### config.mk
export PLATFORM = sky130hd
export DESIGN_NAME = si5340_cfg_sequencer
export DESIGN_NICKNAME = d
export VERILOG_FILES = /design/src/rtl/si5340_cfg_sequencer.sv
export SDC_FILE = /design/constraint.sdc
export NUM_CORES = 1
export LEC_CHECK = 0
export CAP_MARGIN = 0
export CELL_PAD_IN_SITES_DETAIL_PLACEMENT = 2
export CELL_PAD_IN_SITES_GLOBAL_PLACEMENT = 2
export CORE_UTILIZATION = 25
export DETAILED_ROUTE_END_ITERATION = 8
export GPL_ROUTABILITY_DRIVEN = 0
export PLACE_DENSITY_LB_ADDON = 0.12
export SETUP_SLACK_MARGIN = 0.05
export SLEW_MARGIN = 20
export SYNTH_ARGS = -nofsm -noshare
export SYNTH_HDL_FRONTEND = slang
export SYNTH_SLANG_ARGS = --single-unit
### constraint.sdc
create_clock -name clk_i -period 2.5 [get_ports clk_i]
set_clock_uncertainty 0.1 [all_clocks]
set_input_delay 0.5 -clock clk_i [delete_from_list [all_inputs] [get_ports clk_i]]
set_output_delay 0.5 -clock clk_i [all_outputs]
set_load 0.005 [all_outputs]
### src/rtl/si5340_cfg_sequencer.sv
// Si5340 bring-up sequencer: drives the single-register I2C config loader
// through a write pass, optional readback-verify pass, with cal delay and gaps.
module si5340_cfg_sequencer #(
  parameter int NUM_REGS      = 16,
  parameter int PREAMBLE_LEN  = 3,
  parameter int CAL_DELAY_CYC = 1000,
  parameter int GAP_CYC       = 4,
  parameter int VERIFY        = 1,
  parameter int TIMEOUT_CYC   = 65535
) (
  input  logic                        clk_i,
  input  logic                        arstn_i,
  input  logic                        start_i,
  output logic                        busy_o,
  output logic                        done_o,
  output logic                        error_o,
  output logic                        load_o,
  output logic                        write_o,
  input  logic                        ldr_done_i,
  input  logic [7:0]                  rd_data_i,
  input  logic [7:0]                  exp_data_i,
  output logic [$clog2(NUM_REGS)-1:0] idx_o,
  output logic [7:0]                  mism_cnt_o,
  output logic [$clog2(NUM_REGS)-1:0] err_idx_o
);

  localparam int IW = $clog2(NUM_REGS);
  localparam int DMAX =
    (CAL_DELAY_CYC > GAP_CYC) ? CAL_DELAY_CYC : GAP_CYC;
  localparam int DW = $clog2(DMAX + 1);
  localparam int TW = $clog2(TIMEOUT_CYC + 1);

  localparam logic [IW-1:0] LAST_IDX = IW'(NUM_REGS - 1);
  localparam logic [IW-1:0] PRE_LAST =
    IW'((PREAMBLE_LEN == 0) ? 0 : PREAMBLE_LEN - 1);
  localparam bit HAS_CAL = (PREAMBLE_LEN != 0);
  localparam bit DO_VER  = (VERIFY != 0);

  localparam logic [DW-1:0] GAP_LAST = DW'(GAP_CYC - 1);
  localparam logic [DW-1:0] CAL_LAST = DW'(CAL_DELAY_CYC - 1);
  localparam logic [TW-1:0] TO_LAST  = TW'(TIMEOUT_CYC - 1);

  typedef enum logic [3:0] {
    S_IDLE,
    S_W_ISSUE,
    S_W_WAIT,
    S_GAP,
    S_CAL,
    S_V_ISSUE,
    S_V_WAIT,
    S_FIN,
    S_FAULT
  } state_t;

  state_t        state;
  logic          vpass;
  logic [DW-1:0] dcnt;
  logic [TW-1:0] wcnt;
  logic          mism;

  assign mism = (rd_data_i != exp_data_i);

  always_ff @(posedge clk_i or negedge arstn_i) begin
    if (!arstn_i) begin
      state      <= S_IDLE;
      vpass      <= 1'b0;
      dcnt       <= '0;
      wcnt       <= '0;
      busy_o     <= 1'b0;
      done_o     <= 1'b0;
      error_o    <= 1'b0;
      load_o     <= 1'b0;
      write_o    <= 1'b0;
      idx_o      <= '0;
      mism_cnt_o <= '0;
      err_idx_o  <= '0;
    end else begin
      load_o <= 1'b0;
      done_o <= 1'b0;
      unique case (state)
        S_IDLE: begin
          if (start_i) begin
            mism_cnt_o <= '0;
            err_idx_o  <= '0;
            error_o    <= 1'b0;
            idx_o      <= '0;
            vpass      <= 1'b0;
            busy_o     <= 1'b1;
            load_o     <= 1'b1;
            write_o    <= 1'b1;
            state      <= S_W_ISSUE;
          end
        end
        S_W_ISSUE: begin
          wcnt  <= '0;
          state <= S_W_WAIT;
        end
        S_W_WAIT: begin
          if (ldr_done_i) begin
            dcnt <= '0;
            if (idx_o == LAST_IDX) begin
              idx_o <= '0;
              if (DO_VER) begin
                // readback pass starts straight away, no gap
                vpass   <= 1'b1;
                load_o  <= 1'b1;
                write_o <= 1'b0;
                state   <= S_V_ISSUE;
              end else begin
                done_o <= 1'b1;
                busy_o <= 1'b0;
                state  <= S_FIN;
              end
            end else if (HAS_CAL && idx_o == PRE_LAST) begin
              idx_o <= idx_o + 1'b1;
              state <= S_CAL;
            end else begin
              idx_o <= idx_o + 1'b1;
              state <= S_GAP;
            end
          end else if (wcnt == TO_LAST) begin
            error_o <= 1'b1;
            done_o  <= 1'b1;
            busy_o  <= 1'b0;
            state   <= S_FAULT;
          end else begin
            wcnt <= wcnt + 1'b1;
          end
        end
        S_GAP: begin
          if (dcnt == GAP_LAST) begin
            load_o  <= 1'b1;
            write_o <= ~vpass;
            state   <= vpass ? S_V_ISSUE : S_W_ISSUE;
          end else begin
            dcnt <= dcnt + 1'b1;
          end
        end
        S_CAL: begin
          if (dcnt == CAL_LAST) begin
            load_o  <= 1'b1;
            write_o <= 1'b1;
            state   <= S_W_ISSUE;
          end else begin
            dcnt <= dcnt + 1'b1;
          end
        end
        S_V_ISSUE: begin
          wcnt  <= '0;
          state <= S_V_WAIT;
        end
        S_V_WAIT: begin
          if (ldr_done_i) begin
            dcnt <= '0;
            if (mism) begin
              error_o <= 1'b1;
              if (mism_cnt_o != 8'hFF) begin
                mism_cnt_o <= mism_cnt_o + 8'd1;
              end
              if (mism_cnt_o == 8'd0) begin
                err_idx_o <= idx_o;
              end
            end
            if (idx_o == LAST_IDX) begin
              idx_o  <= '0;
              done_o <= 1'b1;
              busy_o <= 1'b0;
              state  <= S_FIN;
            end else begin
              idx_o <= idx_o + 1'b1;
              state <= S_GAP;
            end
          end else if (wcnt == TO_LAST) begin
            error_o <= 1'b1;
            done_o  <= 1'b1;
            busy_o  <= 1'b0;
            state   <= S_FAULT;
          end else begin
            wcnt <= wcnt + 1'b1;
          end
        end
        S_FIN: begin
          state <= S_IDLE;
        end
        // loader index sync is lost; only reset recovers
        S_FAULT: begin
          state <= S_FAULT;
        end
        default: begin
          state <= S_IDLE;
        end
      endcase
    end
  end

endmodule

Word-level counts from Yosys, hierarchy flattened
Cells that the tools add are included.
{ "classes": {"mux": 60, "n_div": 0, "shifts": 0, "bitwise": 1, "addsub": 4, "n_reduce_logical": 21, "eq_ne": 31, "order_cmp": 0, "multipliers": 0} }
{ "ops": {"columns": ["operator", "count"], "rows": [
  ["4-bit 2-to-1 mux", 12],
  ["16-bit 2-to-1 mux", 2],
  ["8-bit 2-to-1 mux", 4],
  ["16-bit one-hot mux with 2 select lines", 1],
  ["4-bit one-hot mux with 8 select lines", 1],
  ["10-bit 2-to-1 mux", 3],
  ["10-bit one-hot mux with 3 select lines", 1],
  ["2-bit inequality test (second input constant)", 14],
  ["1-bit 2-to-1 mux", 23],
  ["16-bit by 1-bit adder with 16-bit output (second input constant)", 1],
  ["16-bit equality test (second input constant)", 1],
  ["4-bit one-hot mux with 2 select lines", 2],
  ["8-bit one-hot mux with 2 select lines", 1],
  ["4-bit AND reduction", 4],
  ["4-bit by 2-bit equality test with 1-bit output (second input constant)", 3],
  ["4-bit by 3-bit equality test with 1-bit output (second input constant)", 3],
  ["3-bit 2-to-1 mux", 4],
  ["10-bit by 1-bit adder with 10-bit output (second input constant)", 1],
  ["10-bit equality test (second input constant)", 1],
  ["10-bit by 2-bit equality test with 1-bit output (second input constant)", 1],
  ["5-bit AND reduction", 2],
  ["3-bit AND reduction", 3],
  ["8-bit by 1-bit adder with 8-bit output (second input constant)", 1],
  ["4-bit equality test (second input constant)", 2],
  ["other kinds (17)", 26]
]} }
{ "totals": {"latchBits": 0, "ram_bits": 0, "out_inout_bits": 21, "mem_count": 0, "rom_bits": 0, "reg_bits": 52} }

Longest topological paths before layout
{ "logic_depth": {"word_depth": 5, "mapped_depth": 8, "mapped_depth_nobuf": 7} }

Worst setup path before layout
Ideal clock, no wire load.
{ "synth_timing": {"path_type": "reg2reg", "from": "register dcnt[2]", "to": "register write_o", "arrival_time_ns": 1.727, "synth_period_minus_slack_ns": 1.952, "setup_slack_ns": 0.548, "path_stages_with_launch": 6, "setup_ns": 0.125, "path_cell_list": "dfrtp_1 -> or4_4 -> nor4b_4 -> o21bai_2 -> o311ai_4 -> mux2_4"} }
{ "synth_between": {"elab_chain_cells": 3} }
{ "synth_rtl": {"columns": ["element", "line_no", "source"], "rows": [
  ["from (decl)", "57", "logic [DW-1:0] dcnt;"],
  ["from (signal assigned)", "136", "dcnt <= dcnt + 1'b1;"],
  ["from (signal assigned)", "145", "dcnt <= dcnt + 1'b1;"],
  ["10-bit equality test or 10-bit by 2-bit equality test with 1-bit output (tied branches)", "140, 131", null],
  ["2-bit inequality test (no line)", null, null],
  ["6-bit AND reduction (no line) *", null, null],
  ["to (signal assigned)", "133", "write_o <= ~vpass;"],
  ["to (decl)", "18", "output logic write_o,"]
]} }
Every way passes the cells marked *; elsewhere a longest branch is shown, timed or not.
A chain may end at the register's enable or synchronous reset.

Worst setup path after layout
{ "layout_timing": {"from": "register wcnt[0]", "to": "register wcnt[2]"} }
{ "layout_between": {"elab_chain_cells": 4} }
{ "layout_rtl": {"columns": ["element", "line_no", "source"], "rows": [
  ["from (decl)", "58", "logic [TW-1:0] wcnt;"],
  ["from (signal assigned)", "127", "wcnt <= wcnt + 1'b1;"],
  ["from (signal assigned)", "179", "wcnt <= wcnt + 1'b1;"],
  ["16-bit by 1-bit adder with 16-bit output", "127, 179", null],
  ["16-bit 2-to-1 mux", "121, 173", null],
  ["16-bit 2-to-1 mux", "153", "if (ldr_done_i) begin"],
  ["16-bit one-hot mux with 2 select lines", "80", "unique case (state)"]
]} }
Parallel ways exist; a longest one is shown, timed or not. The select of a mux whose other input is x is not followed.

==> results.cfg <==
[worst_setup_path]
reg2reg_slack_ns = 0.30
endpoint = wcnt[2]$_DFFE_PN0P_
startpoint = wcnt[0]$_DFFE_PN0P_
reg2reg_depth = 8
crit_type = reg -> reg
end_kind = flop
required_ns = 2.61
path_max_fanout = 10
arrival_ns = 2.30
reg2reg_to = wcnt[2]$_DFFE_PN0P_
r2r_start = wcnt[0]$_DFFE_PN0P_
critPathLaunchType = flop

[yosys]
synth-async-reset-ratio_pct = 100.0
avgSynthCellArea_sq_um = 9.581
synth_edf_count = 0
synthCells = 336
synth-seq-area-share_pct = 40.42
syn-num-nets = 363
yosysTopAreaCell = dfrtp_1
ys_warn_count = 0
synth_cell_types = 65
yosysMostFrequentCell = dfrtp_1
netlist_area_sq_um = 3219
synth_area_leaders = dfrtp_1 40%, xnor2_1 3.5%, nor2_1 3.5%, nand3_1 3.1%, a21oi_1 3.0%
ys_ff_latch = 52
synthTopCellsByCount = 52 x dfrtp_1, 30 x nor2_1, 21 x nand2_1, 20 x nand3_1, 19 x a21oi_1
synth_top_cell_area_share_pct = 40.42
ys.flop_type = dfrtp_1

[global_routing]
grt_pass1_vias = 3109
track_usage_pct = 16.32
grt_max_degree = 53
grt_remaining_overflow = 0
grt_first_pass_wirelength_mm = 16.70
antenna_found_initial = 0

[placement]
dpl.hpwl_mm = 7.466
portBuffers = 40
place_area_sq_um = 3902

[power_and_ir_drop]
power.density_nw_per_um2 = 767.5
irDropWorstVdd_mv = 0.2499
leakagePower_nw = 1.619

[clocking]
cts_tree = built
cts_resized = 0
cts_max_level = 2
cts_buffers = 5
cts_root_buf = clkbuf_16
cts.path.max_buffers = 2
cts.sinks = 52
hold_buffers = 0
insertion_delay_ns = 0.30
cts_setup_buffers = 0
clkTransAtPathRegs_ns = 0.07

[floorplanning]
design.core.area_sq_um = 12570
die_h_microns = 115.5
die_x_microns = 115.5
pin_count = 41
rows = 41
initial_utilization_pct = 25.61
design.die.area_sq_um = 13340

[timing]
tightest_slew_ns = 0.5479
setup_tns_ns = 0
max-slew-margin-rel_pct = 63.13
finalHoldViolCount = 0
fin_crit_sh_pct = 87.84
min_period_ns = 2.196
timing.fmax_mhz = 455.4
rsz0062_at_grt = no
setup_viol = 0
fin_hold_ws_ns = 0.07664
final_max_slew_viol_count = 0

[route]
drt-total-wl_mm = 9.877
via_count = 2885
dr.first_iter.drc_count = 86
antenna_left = 0
drt_first_pass_iters = 4
viasPerCell = 5.106
wire_per_inst_microns = 17.48
post-route-drc-count = 0

[cells_and_area]
num-nets-final = 419
final-seq-area_sq_um = 1301
diodes = 0
multi_input_area_sq_um = 1772
drive_above_1_share_pct = 13.49
final_area_sq_um = 4050
area_growth_pct = 25.81
num-fill-cells = 1425

[outcome]
status = completed

[hold_path]
hold_path.class = in -> async

[run]
cap_violations = 0
-- critical path, cell delays in order (launching register included) --
cell and delay, ns:
dfrtp_1 0.45, inv_1 0.09, ha_1 0.19, and3_1 0.22
nor4bb_1 0.39, buf_4 0.25, nand2b_1 0.22, o211ai_1 0.10
o31ai_1 0.08
-- worst min path at each step --
stage,startpoint,endpoint,cells after the start
2_1_floorplan,arstn_i,busy_o$_DFFE_PN0P_,0
3_3_place_gp,err_idx_o[2]$_DFFE_PN0P_,err_idx_o[2]$_DFFE_PN0P_,1
5_1_grt,arstn_i,mism_cnt_o[4]$_DFFE_PN0P_,2
3_5_place_dp,err_idx_o[2]$_DFFE_PN0P_,err_idx_o[2]$_DFFE_PN0P_,1
4_1_cts,arstn_i,mism_cnt_o[4]$_DFFE_PN0P_,2
6_report,arstn_i,mism_cnt_o[3]$_DFFE_PN0P_,2
-- stage by stage --
step / setup WS, ns / instances / total power, mW / util [%]
2_1_floorplan: 0.5475 / 336 / 1.903 / -
3_3_place_gp: 0.09196 / 557 / 2.398 / 31.05
3_5_place_dp: 0.03008 / 557 / 2.431 / 31.05
4_1_cts: 0.2712 / 565 / 3.185 / 32.23
5_1_grt: 0.1417 / 565 / 3.337 / 32.23
6_report: 0.3039 / 565 / 3.109 / 32.23
-- metal layers --
metal / part of all wire (%) / track usage (%) / vias up
met5: 0 / 0 / -
met4: 1.2 / 4.675 / 0
met3: 1.3 / 2.040 / 6
met2: 50 / 28.78 / 24
met1: 47 / 20.84 / 1493
li1: - / - / 1362
-- state kept, by name, summed over array words and instances (netlist names), 4 cells and up --
signal,count
state,4
idx_o,4
err_idx_o,4
dcnt,10
mism_cnt_o,8
wcnt,16
-- power by group --
part           total (mW)  leakage, nW  internal (mW)  switching, mW
registers            1.10        0.705          0.948          0.153
logic                1.28        0.840          0.570          0.711
clock network       0.726       0.0742          0.376          0.350
-- kinds of logic after synthesis --
group                    synth area share, %
XOR/XNOR                               5.985
adder cells (fa/ha/maj)                2.720
multiplexers                           1.399
flip-flops                             40.42
AND/OR/NAND/NOR                        28.68
AO/OA/AOI/OAI                          16.25
buffers and inverters                  4.547
-- layout by cell type (no fill, tap or decap), drive strengths merged, types with 4 or more instances in the layout --
master,netlist,layout
a21oi,19,19
a22o,5,5
and2,4,4
and3,8,8
buf,9,24
clkbuf,5,5
clkdlybuf4s50,0,39
dfrtp,52,52
ha,7,7
inv,9,10
nand2,22,22
nand2b,4,4
nand3,21,21
nand4,14,14
nor2,30,30
nor3,8,8
nor4,5,5
nor4b,4,4
o2111ai,4,4
o211ai,5,5
o21ai,21,21
o31ai,8,8
or3,7,7
or4,6,6
xnor2,13,13
xor2,9,9
-- area by class of cell --
class / instances / area share (%)
clock buffers: 5 / 3.089
clock inverters: 3 / 0.5561
inverters: 9 / 0.8341
multi-input cells: 261 / 43.74
flip-flops and latches: 52 / 32.13
well taps: 172 / 5.314
repair buffers: 63 / 14.33
Power figures use the tool's default switching activity.
